**src/rtl/mips_pkg.sv**
```systemverilog
// Shared MIPS pipeline definitions: controller states, control bundle,
// special register numbers and opcodes used across the pipeline.
package mips_pkg;

  typedef enum logic [1:0] {
    ST_RUN   = 2'd0,
    ST_DRAIN = 2'd1,
    ST_DONE  = 2'd2
  } state_t;

  localparam logic [31:0] HALT_WORD = 32'hFFFF_FFFF;
  localparam logic [4:0]  REG_ZERO  = 5'd0;
  localparam logic [4:0]  REG_RA    = 5'd31;
  localparam logic [5:0]  OP_LW     = 6'b100011;
  localparam logic [5:0]  OP_JAL    = 6'b000011;

  typedef struct packed {
    logic stall_pc;
    logic stall_ifid;
    logic flush_ifid;
    logic flush_idex;
    logic flush_exmem;
  } ctrl_t;

  localparam ctrl_t CTRL_NONE  = ctrl_t'(5'b00000);
  localparam ctrl_t CTRL_LU    = ctrl_t'(5'b11010);
  localparam ctrl_t CTRL_REDIR = ctrl_t'(5'b00111);
  localparam ctrl_t CTRL_DRAIN = ctrl_t'(5'b10100);
  localparam ctrl_t CTRL_DONE  = ctrl_t'(5'b11011);

endpackage

```
**src/rtl/pipeline_controller_sat_counter.sv**
```systemverilog
// Saturating up-counter with synchronous clear; holds at all-ones.
module sat_counter #(
  parameter int W = 16
) (
  input  logic         CLK,
  input  logic         RST_N,
  input  logic         inc,
  input  logic         clr,
  output logic [W-1:0] q
);

  always_ff @(posedge CLK or negedge RST_N) begin
    if (!RST_N)                q <= '0;
    else if (clr)              q <= '0;
    else if (inc && q != '1)   q <= q + 1'b1;
  end

endmodule

```
**src/rtl/pipeline_controller.sv**
```systemverilog
// Hazard/sequencing controller for the 5-stage MIPS pipeline: load-use
// stalls, redirect flushes, halt drain sequencing and perf counters.
module pipeline_controller
  import mips_pkg::*;
#(
  parameter int DRAIN_CYCLES = 4,
  parameter int CNT_W        = 16
) (
  input  logic             CLK,
  input  logic             RST_N,
  input  logic             id_valid,
  input  logic [4:0]       id_rs_addr,
  input  logic [4:0]       id_rt_addr,
  input  logic             id_uses_rs,
  input  logic             id_uses_rt,
  input  logic             id_halt,
  input  logic             ex_mem_to_reg,
  input  logic             ex_reg_write,
  input  logic [4:0]       ex_wb_addr,
  input  logic             mem_branch_taken,
  input  logic             mem_jump,
  output logic             stall_pc,
  output logic             stall_ifid,
  output logic             flush_ifid,
  output logic             flush_idex,
  output logic             flush_exmem,
  output logic             done,
  output logic [1:0]       state,
  output logic [CNT_W-1:0] stall_cnt,
  output logic [CNT_W-1:0] flush_cnt
);

  localparam logic [3:0] DRAIN_INIT = 4'(DRAIN_CYCLES - 1);

  state_t     state_q, state_d;
  logic [3:0] drain_q, drain_d;
  logic       done_q;
  ctrl_t      ctrl;
  logic       redirect, lu, inc_stall, inc_flush;

  assign redirect = mem_branch_taken | mem_jump;

  // $zero is never a real producer, so it cannot create a hazard
  assign lu = id_valid & ex_mem_to_reg & ex_reg_write & (ex_wb_addr != REG_ZERO) &
              ((id_uses_rs & (id_rs_addr == ex_wb_addr)) |
               (id_uses_rt & (id_rt_addr == ex_wb_addr)));

  always_ff @(posedge CLK or negedge RST_N) begin
    if (!RST_N) begin
      state_q <= ST_RUN;
      drain_q <= '0;
      done_q  <= 1'b0;
    end else begin
      state_q <= state_d;
      drain_q <= drain_d;
      done_q  <= (state_d == ST_DONE);
    end
  end

  always_comb begin
    ctrl      = CTRL_NONE;
    state_d   = state_q;
    drain_d   = drain_q;
    inc_stall = 1'b0;
    inc_flush = 1'b0;
    unique case (state_q)
      ST_RUN: begin
        if (redirect) begin
          ctrl      = CTRL_REDIR;
          inc_flush = 1'b1;
        end else if (lu) begin
          ctrl      = CTRL_LU;
          inc_stall = 1'b1;
        end else if (id_valid && id_halt) begin
          state_d = ST_DRAIN;
          drain_d = DRAIN_INIT;
        end
      end
      ST_DRAIN: begin
        // a redirect here means the halt itself was on a wrong path
        if (redirect) begin
          ctrl      = CTRL_REDIR;
          inc_flush = 1'b1;
          state_d   = ST_RUN;
          drain_d   = '0;
        end else begin
          ctrl = CTRL_DRAIN;
          if (drain_q == '0) state_d = ST_DONE;
          else               drain_d = drain_q - 1'b1;
        end
      end
      ST_DONE: ctrl = CTRL_DONE;
      default: state_d = ST_RUN;
    endcase
  end

  // controls stay quiet for the whole reset window, independent of inputs
  assign stall_pc    = RST_N & ctrl.stall_pc;
  assign stall_ifid  = RST_N & ctrl.stall_ifid;
  assign flush_ifid  = RST_N & ctrl.flush_ifid;
  assign flush_idex  = RST_N & ctrl.flush_idex;
  assign flush_exmem = RST_N & ctrl.flush_exmem;
  assign done        = done_q;
  assign state       = state_q;

  sat_counter #(.W(CNT_W)) u_stall_cnt (
    .CLK   (CLK),
    .RST_N (RST_N),
    .inc   (inc_stall),
    .clr   (1'b0),
    .q     (stall_cnt)
  );

  sat_counter #(.W(CNT_W)) u_flush_cnt (
    .CLK   (CLK),
    .RST_N (RST_N),
    .inc   (inc_flush),
    .clr   (1'b0),
    .q     (flush_cnt)
  );

endmodule

```
**config.mk**
```make
export PLATFORM = sky130hd
export DESIGN_NAME = pipeline_controller
export DESIGN_NICKNAME = d
export VERILOG_FILES = /design/src/rtl/mips_pkg.sv /design/src/rtl/pipeline_controller_sat_counter.sv /design/src/rtl/pipeline_controller.sv
export SDC_FILE = /design/constraint.sdc
export NUM_CORES = 1
export LEC_CHECK = 0
export BUFFER_PORTS_ARGS = -buffer_cell sky130_fd_sc_hd__buf_2
export CAP_MARGIN = 40
export CELL_PAD_IN_SITES_DETAIL_PLACEMENT = 2
export CELL_PAD_IN_SITES_GLOBAL_PLACEMENT = 2
export CORE_ASPECT_RATIO = 1.1
export CORE_UTILIZATION = 32
export DETAILED_ROUTE_END_ITERATION = 16
export PLACE_DENSITY_LB_ADDON = 0.1
export SLEW_MARGIN = 20
export SYNTH_ARGS = -nofsm -noshare
export SYNTH_HDL_FRONTEND = slang
export SYNTH_SLANG_ARGS = --single-unit
```
**constraint.sdc**
```tcl
create_clock -name CLK -period 2.45 [get_ports CLK]
set_input_delay 0.1225 -clock CLK [delete_from_list [all_inputs] [get_ports CLK]]
set_output_delay 0.1225 -clock CLK [all_outputs]
set_load 0.05 [all_outputs]
```
==> implementation parameters <==
Parameter                              Value

Power
  Standby leakage power    1.28 nW
  Power, Total    2.00 mW
  Worst ir drop on vdd    277 µV
  Pwr Density    710 mW/mm²

Critical path
  Category of the critical setup timing path    register to output pin
  Required time worst endpoint    2.33 ns
  Critical Path Source Type    register
  Critical register-to-register path endpoint    drain_q[0]
  Setup slack, reg-to-reg    about 0.51 ns
  Critical path peak fanout    5
  Cell depth of the worst flop-to-flop path    7
  Launch instance of the worst register-to-register path    drain_q[0]
  CP Capture Type    output pin
  Data arrival time of the critical path    1.94 ns

Final layout
  Share of layout cells above drive strength 1    0.320
  Ant. Diodes    0
  Commonest non-fill, non-tap cell in the layout    sky130_fd_sc_hd__buf_2
  Number of cells in the finished layout apart from fillers    roughly 380
  Non-Filler Cell Area, Final    0.00282 mm²
  Filler instances    between 800 and 900
  Post-layout net count    325
  Most used cells in the layout excluding fill and tap cells    sky130_fd_sc_hd__buf_2, sky130_fd_sc_hd__dfrtp_1, sky130_fd_sc_hd__xnor2_1, sky130_fd_sc_hd__nand2_1, sky130_fd_sc_hd__nand4_1
  Area growth, synth to finish    22.6%
  Final core area utilization    0.405

GRT
  Number of antenna violations at the first check in global routing    0
  Global router's overall resource usage    0.182
  Via count of the first global-routing pass    2,217
  Wire length of the first global-routing pass    11,100 µm
  Total congestion overflow    0
  Pin count of the biggest net entering global routing    26

Floorplanning
  Die width    82.9 µm
  Standard-cell row count    32
  Initial Utilization    0.330
  Standard cell core area    0.00697 mm²
  Height of the die    90.9 µm
  Area of the die    around 0.0075 mm²
  Number of ports placed on the die boundary    65

STA
  Final critical-path required period    2.06 ns
  Slew of the pin with the lowest slew margin    0.481 ns
  Unrepaired setup endpoints after global routing    false
  Total negative slack    0 ns
  Final Max Slew Viols    0
  FMAX    0.485 GHz
  Worst hold slack after final layout    0.204 ns
  Final setup fails    0
  Min setup slack post-route    just under 0.4 ns
  Final setup skew    0.00916 ns
  Endpoints failing hold    0
  Part of the cycle the worst path needs    0.841
  Remaining max-slew budget at the tightest pin    0.679

Yosys
  Number of synthesized register bits    39
  Commonest register cell after synthesis    sky130_fd_sc_hd__dfrtp_1
  Yosys Warn Count    0
  Share of synthesized area occupied by flip-flops and latches    0.424
  Async set-reset flop share out of synthesis    1.00
  Count of cell types in the netlist    51
  Netlist Area Pre-Place    0.00230 mm²
  Post-synth EDFFs    0
  Mean post-synth cell area    10.1 µm²
  Count of mapped cells out of synthesis    227
  Post-synthesis net count    roughly 260

Clock network
  Number of H-tree branching levels    2
  PostCTS Resize Cnt    0
  Post-CTS Repair Setup Buffers    0
  Count of hold buffers inserted by post-cts repair    1
  Number of CTS-inserted buffers    5
  Clock tree from TritonCTS    done
  TritonCTS sink count    39
  Worst skew pair latency    0.29 ns
  Clock root buffer    sky130_fd_sc_hd__clkbuf_8
  Largest buffer count on any clock path    2
  Clock-pin transition on the worst setup and hold timing paths    0.09 ns

Place
  Placed cell count    373
  GPL Wtd Cong    0.774
  Detailed Place HPWL    between 4000 and 5000 µm
  Worst setup timing slack at the placement stage    0.515 ns
  PortBufs    64
  Placed instance area    0.00273 mm²

Drt
  Remaining DRCs    0
  Post-DR wirelength/cell    16.9 µm
  WL final    6440 µm
  Antenna-violating nets left    0
  Ratio of routed vias to standard cells    approximately 5.3
  Iteration-0 DRC Markers    66
  Via count    2,027
  Number of iterations in the first detailed-routing pass    4

Hold path
  Startpoint of the worst hold path    mem_branch_taken
  End point of the most critical hold path    drain_q[0]
  Number of cells on the worst hold path    4
  HP Class    input port to register

Flow run
  Number of max-capacitance violations reported    0

Status
  Status    finished clean
registers in the layout (all words and copies together) (netlist names):
signal / cells
u_stall_cnt.q: 16
u_flush_cnt.q: 16
state: 2
done: 1
drain_q: 4
worst max path at each step:
stage | from | to | slack [ns] | depth (start not counted)
after detailed placement | u_flush_cnt.q[0] | u_flush_cnt.q[15] | 0.51 | 6
after CTS | state[1] | stall_ifid | 0.36 | 5
final | state[1] | stall_ifid | 0.39 | 5
after global placement | u_flush_cnt.q[0] | u_flush_cnt.q[15] | 0.55 | 6
after floorplan | state[1] | stall_pc | 0.11 | 5
after global routing | state[1] | stall_pc | 0.26 | 5
synthesized netlist by cell type, drive strengths merged, types with 5 or more instances:
cell,instances,area share
xnor2,35,0.13
a21oi,8,0.019
o21ai,7,0.015
nand3,14,0.035
nor3,6,0.018
nor2,10,0.017
and4,5,0.020
inv,5,0.0082
nand4,19,0.054
dfrtp,39,0.42
and3,8,0.027
nand2,19,0.031
power by group:
part,switching (mW),internal (mW),total (mW)
Combinational,0.543,0.211,0.755
Clock,0.234,0.199,0.434
Sequential,0.0914,0.723,0.815
critical path, cell delays in order (launching register included):
cell and delay [ns]:
sky130_fd_sc_hd__dfrtp_1 0.41, sky130_fd_sc_hd__nor3_4 0.34, sky130_fd_sc_hd__o211a_1 0.31, sky130_fd_sc_hd__nand2_1 0.12, sky130_fd_sc_hd__a21oi_1 0.17, sky130_fd_sc_hd__buf_2 0.28
cells by family (layout without fill, tap and decap cells):
kind of cell,count (synthesis),in the layout,share of synthesized area
simple gates,98,98,0.258
flops,39,39,0.424
compound gates,33,33,0.112
fa+ha+maj,4,4,0.0218
xor+xnor,38,38,0.145
buf+inv,12,82,0.0245
mux,3,3,0.0147
per-layer routing:
layer | track usage | routed length [µm] | vias up
met4 | 0.0388 | 58 | 0
met5 | 0 | 0 | -
li1 | - | - | 964
met1 | 0.241 | 2970 | 1029
met3 | 0.0300 | 141 | 6
met2 | 0.311 | 3280 | 28
layout make-up:
| type | instances | area (µm²) | share of cell area |
|---|---|---|---|
| well taps | 85 | 106 | 0.0377 |
| clock buffers | 6 | 72.6 | 0.0257 |
| multi-input cells | 176 | 1270 | 0.452 |
| flip-flops and latches | 39 | 976 | 0.346 |
| inverters | 5 | 18.8 | 0.00665 |
| clock inverters | 2 | 12.5 | 0.00444 |
| repair buffers | 69 | 360 | 0.128 |
(Power assumes the default switching activity.)
